$ cat config.mk
export PLATFORM = sky130hd
export DESIGN_NAME = mac_out_collector
export DESIGN_NICKNAME = d
export VERILOG_FILES = /design/src/rtl/mac_out_collector.sv
export SDC_FILE = /design/constraint.sdc
export NUM_CORES = 1
export LEC_CHECK = 0
export CAP_MARGIN = 20
export CORE_ASPECT_RATIO = 0.5
export CORE_MARGIN = 1
export CORE_UTILIZATION = 45
export DETAILED_ROUTE_END_ITERATION = 6
export SYNTH_ARGS = -nofsm -noshare
export SYNTH_HDL_FRONTEND = slang
export SYNTH_SLANG_ARGS = --single-unit
$ cat constraint.sdc
create_clock -name CLK -period 2.6 [get_ports CLK]
set_input_delay 0.52 -clock CLK [delete_from_list [all_inputs] [get_ports CLK]]
set_output_delay 0.52 -clock CLK [all_outputs]
set_load 0.01 [all_outputs]
$ cat src/rtl/mac_out_collector.sv
// rtl/mac_out_collector.sv - ping-pong tile collector for skewed systolic psum rows
// Optional feature: define MAC_OUT_RELU_EN to clamp negative output lanes to zero.
module mac_out_collector #(
    parameter int VEC_PER_TILE = 4
) (
    input  logic        CLK,
    input  logic        RST,
    input  logic        CLR,
    input  logic [63:0] ODATA,
    input  logic [3:0]  OVALID,
    output logic [63:0] OUT_DATA,
    output logic        OUT_VALID,
    input  logic        OUT_READY,
    output logic        OUT_LAST,
    output logic        OVF,
    output logic        BUSY
);

    localparam int CW = (VEC_PER_TILE > 1) ? $clog2(VEC_PER_TILE) : 1;
    localparam logic [CW-1:0] LAST_IDX = CW'(VEC_PER_TILE - 1);

    localparam logic [1:0] ST_EMPTY    = 2'd0;
    localparam logic [1:0] ST_FILLING  = 2'd1;
    localparam logic [1:0] ST_FULL     = 2'd2;
    localparam logic [1:0] ST_DRAINING = 2'd3;

    logic [15:0]   mem [2][VEC_PER_TILE][4];
    logic [1:0]    bstate [2];
    logic [3:0]    done [2];
    logic [3:0]    done_nxt [2];
    logic [1:0]    bank_wr;
    logic [CW-1:0] cnt [4];
    logic [3:0]    bsel;
    logic          dsel;
    logic [CW-1:0] beat;

    logic [3:0]    wr_ok;
    logic [3:0]    wr_drop;
    logic [3:0]    row_done;
    logic          xfer;
    logic [1:0]    cur_state;
    logic [63:0]   rd_data;

    // A row may only write into a bank that is not holding a finished tile.
    always_comb begin
        wr_ok    = '0;
        wr_drop  = '0;
        row_done = '0;
        for (int r = 0; r < 4; r++) begin
            if (OVALID[r]) begin
                if (bstate[bsel[r]] == ST_EMPTY || bstate[bsel[r]] == ST_FILLING) begin
                    wr_ok[r]    = 1'b1;
                    row_done[r] = (cnt[r] == LAST_IDX);
                end else begin
                    wr_drop[r] = 1'b1;
                end
            end
        end
    end

    always_comb begin
        bank_wr = '0;
        for (int b = 0; b < 2; b++) begin
            done_nxt[b] = done[b];
        end
        for (int r = 0; r < 4; r++) begin
            if (wr_ok[r]) begin
                bank_wr[bsel[r]] = 1'b1;
                if (row_done[r]) begin
                    done_nxt[bsel[r]][r] = 1'b1;
                end
            end
        end
    end

    assign cur_state = bstate[dsel];
    assign OUT_VALID = (cur_state == ST_FULL) || (cur_state == ST_DRAINING);
    assign xfer      = OUT_VALID && OUT_READY;
    assign OUT_LAST  = OUT_VALID && (beat == LAST_IDX);

    always_comb begin
        rd_data = '0;
        for (int r = 0; r < 4; r++) begin
`ifdef MAC_OUT_RELU_EN
            rd_data[63-r*16 -: 16] = mem[dsel][beat][r][15] ? 16'd0 : mem[dsel][beat][r];
`else
            rd_data[63-r*16 -: 16] = mem[dsel][beat][r];
`endif
        end
    end

    // Gating on OUT_VALID keeps uninitialised storage off the bus.
    assign OUT_DATA = OUT_VALID ? rd_data : 64'd0;

    always_comb begin
        BUSY = (bstate[0] != ST_EMPTY) || (bstate[1] != ST_EMPTY);
        for (int r = 0; r < 4; r++) begin
            if (cnt[r] != '0) begin
                BUSY = 1'b1;
            end
        end
    end

    always_ff @(posedge CLK) begin
        if (!RST && !CLR) begin
            for (int r = 0; r < 4; r++) begin
                if (wr_ok[r]) begin
                    mem[bsel[r]][cnt[r]][r] <= ODATA[63-r*16 -: 16];
                end
            end
        end
    end

    always_ff @(posedge CLK) begin
        if (RST || CLR) begin
            for (int b = 0; b < 2; b++) begin
                bstate[b] <= ST_EMPTY;
                done[b]   <= '0;
            end
            for (int r = 0; r < 4; r++) begin
                cnt[r] <= '0;
            end
            bsel <= '0;
            dsel <= 1'b0;
            beat <= '0;
        end else begin
            for (int r = 0; r < 4; r++) begin
                if (wr_ok[r]) begin
                    if (row_done[r]) begin
                        cnt[r]  <= '0;
                        bsel[r] <= ~bsel[r];
                    end else begin
                        cnt[r] <= cnt[r] + 1'b1;
                    end
                end
            end
            // Drain and fill never target the same bank: their states are exclusive.
            for (int b = 0; b < 2; b++) begin
                if (xfer && dsel == 1'(b)) begin
                    if (beat == LAST_IDX) begin
                        bstate[b] <= ST_EMPTY;
                        done[b]   <= '0;
                    end else begin
                        bstate[b] <= ST_DRAINING;
                    end
                end else if (bank_wr[b]) begin
                    done[b]   <= done_nxt[b];
                    bstate[b] <= (&done_nxt[b]) ? ST_FULL : ST_FILLING;
                end
            end
            if (xfer) begin
                if (beat == LAST_IDX) begin
                    beat <= '0;
                    dsel <= ~dsel;
                end else begin
                    beat <= beat + 1'b1;
                end
            end
        end
    end

    always_ff @(posedge CLK) begin
        if (RST) begin
            OVF <= 1'b0;
        end else if (!CLR && (|wr_drop)) begin
            OVF <= 1'b1;
        end
    end

endmodule

==> summary.txt <==
Status
  – Status: complete, but fails checks
  – Violated checks: negative setup slack

CTS
  – Root Buffer: clkbuf_16
  – Clock Sinks: 545
  – Later-pin clock latency in the skew report: 0.56 ns
  – CTS Buf Count: 49
  – CTS clock-pin slew for the worst setup and hold paths: 0.06 ns
  – CTS Buffer Depth: 3
  – H-tree depth: 2
  – CTS tree: built

Yosys
  – Post-synth net total: 1123
  – Flops & latches, synth: 545
  – Yosys top cell by area: edfxtp_1
  – Mean Syn Cell Area: 20.8 um^2
  – Synth cell types: 49
  – Synth top area cells: edfxtp_1 (74%), mux4_2 (13%), mux2i_1 (3.0%)
  – Ys flop type: edfxtp_1
  – Post-synth top area share: 74.4%
  – Post-synth top cells: edfxtp_1 (532), mux4_2 (128), nor2_1 (92)
  – Yosys warns: 0
  – Number of flops mapped to enable cells by yosys: 532
  – Asr flop ratio synth: 0%
  – Synth Cell Area: 21500 um^2
  – Syn Inst Count: 1034
  – Most frequent cell after synthesis: edfxtp_1
  – Register area share after synthesis: 75.7%

Critical path
  – Startpoint Class: register
  – WP data required: 2.08 ns
  – Worst path slowest cell: mux4_2
  – Crit-path max cell delay: 0.50 ns
  – CP arrival: 2.35 ns
  – Most common cell on crit path: buf_12
  – Setup Crit Path Kind: register to output pin
  – CP endpoint kind: output pin
  – Worst-path cell chain: buf_12 -> buf_12 -> buf_12 -> mux4_2 -> mux2i_1 -> nor2_1 -> buf_2
  – Crit Path Max Fanout: 8

Timing
  – Setup Viol. Count Final: 64
  – Slew Viols, Final: 0
  – Worst Max-Slew Pin Slew: 0.506 ns
  – Post-layout minimum cycle time: 2.87 ns
  – Hold Worst Slack: 0.496 ns
  – Slew Limit Headroom: 65.8%
  – Achievable frequency: 348 MHz
  – Post-Route Setup TNS: -12.13 ns
  – PnR worst setup slack: -0.272 ns
  – Unrepaired setup endpoints after global routing: true
  – Clk_skew: 0.0165 ns
  – Hold Violations, Final: 0
  – Tcrit/Tclk final: 110%

Power and ir drop
  – Clock network power share: 39.6%
  – Peak supply drop: 402 uV
  – Seq pwr share: 57.4%
  – Internal: 13600 uW
  – Comb power frac: 2.9%
  – Pleak: 0.00884 uW
  – Switching share of power: 19.8%
  – PD cells: 632 nW/um^2
  – NetSw: 3350 uW

GRT
  – Congestion Overflow GR: 0
  – Pin count of the biggest net entering global routing: 32
  – First-pass GRT wire length: 69100 um
  – Gr usage total: 19.0%
  – Vias in the first global route: 11300
  – Initial antenna violation count: 1

Job
  – Max_cap viols: 0

Route
  – WL final: 45500 um
  – Pre-antenna DRT Iters: 5
  – DRC errors left: 0
  – Violation count after the first detailed-route iteration: 810
  – Detailed-route via count: 10800
  – Final ANT Viol Nets: 0
  – Wirelength per Cell: 22.6 um
  – Mean number of vias per cell: 5.36

Die
  – Core ar.: 46900 um^2
  – Die area: 48600 um^2
  – Num rows: 56
  – Die height: 156 um
  – Top Ports: 140
  – Starting Density: 45.7%
  – Die W: 311 um

Finish
  – Area growth syn-to-layout: 25.0%
  – Layout cells sized above 1: 33.2%
  – NumNets Final: 1424

Hold path
  – Hold Path Class: register to register
  – Hold wc startpoint: OVF

Placement
  – PortBufs: 139
  – Final GP Congestion: 0.774
  – Pre-CTS worst setup slack: 0.00700 ns
  – Placed wire-length estimate: 27600 um
metrics by stage:
stage | instance area (um^2) | power [uW] | util (%) | cells
final | 26800 | 16900 | 57.1 | 2010
after global routing | 26800 | 17400 | 57.1 | 2010
after CTS | 26900 | 17100 | 57.2 | 2002
after detailed placement | 24800 | 10400 | 52.7 | 1859
after global placement | 24800 | 10400 | 52.7 | 1859
after floorplan | 21500 | 10100 | - | 1034
final cells by class:
cell class	count	area [um^2]
fillers	3512	20100
multi-input cells	427	5010
diodes	1	2.50
repair buffers	300	3250
clock buffers	65	1320
flip-flops and latches	545	16200
inverters	12	45.0
well taps	638	798
clock inverters	22	144
worst paths after layout:
kind | cells past startpoint | endpoint | slack, ns
max | 7 | OUT_DATA[3] | -0.27
min | 1 | OVF | 0.50
max reg2reg | 8 | done[0][2] | 0.23
min reg2reg | 1 | OVF | 0.50
worst max-delay path, delay by kind of cell (launching register included):
| family | cells | cell delay (ns) |
|---|---|---|
| AND/OR/NAND/NOR | 1 | 0.08 |
| flip-flops | 1 | 0.46 |
| multiplexers | 2 | 0.67 |
| buffers and inverters | 4 | 0.57 |
sequential cells by signal, indices dropped and copies added, names as in the netlist, named ones only:
name,count
beat,2
mem,512
bsel,4
bstate,4
dsel,1
cnt,8
done,8
OVF,1
logic make-up (layout without fill, tap and decap cells):
family / Yosys count / in the layout / synth area share, %
DFF: 545 / 545 / 75.7
and+or+nand+nor: 181 / 181 / 4.07
AOI/OAI and AO/OA: 28 / 28 / 1.06
xor gates and xnor gates: 4 / 4 / 0.163
buffers and inverters: 62 / 399 / 1.34
adders and majority gates: 17 / 17 / 0.991
other: 0 / 1 / 0
muxes: 197 / 197 / 16.7
layout by cell type, fill, tap and decap left out, types with 4 or more instances in the layout:
cell type / count
edfxtp_1: 532
mux4_2: 128
nor2_1: 90
clkdlybuf4s50_1: 72
buf_2: 64
buf_12: 61
buf_4: 60
mux2i_1: 52
clkbuf_16: 49
buf_6: 33
and3_1: 19
and2_1: 16
ha_1: 16
mux2i_2: 15
clkbuf_1: 13
nand3_1: 12
nand2_1: 12
inv_1: 11
dfxtp_1: 10
clkinv_2: 9
clkinv_1: 7
buf_8: 7
nor2b_1: 6
a31oi_1: 5
a41oi_1: 5
nor3_1: 4
nor3b_1: 4
power groups by stage:
| stage | Clock, uW | Combinational (uW) | Sequential [uW] |
|---|---|---|---|
| detailed placement | 0 | 494 | 9920 |
| floorplan | 0 | 174 | 9920 |
| global route | 7170 | 541 | 9730 |
| global placement | 0 | 474 | 9920 |
| CTS | 6880 | 500 | 9730 |
| finish | 6720 | 499 | 9730 |
layer usage:
metal,wire length (um),GRT usage [%],vias up,share of wire [%]
met5,0,0,-,0
met4,670,4.11,0,1.5
met3,1630,3.01,59,3.6
met2,22700,31.7,200,50
met1,20500,26.6,5658,45
li1,-,-,4861,-
timing repair:
item,in CTS,in global routing
resized for setup,334,28
buffers inserted,51,22
hold buffers,0,0
cloned,8,0
pin swaps,17,25
setup endpoints to repair,67,67
Note: power is estimated with default switching activity, not from simulation.
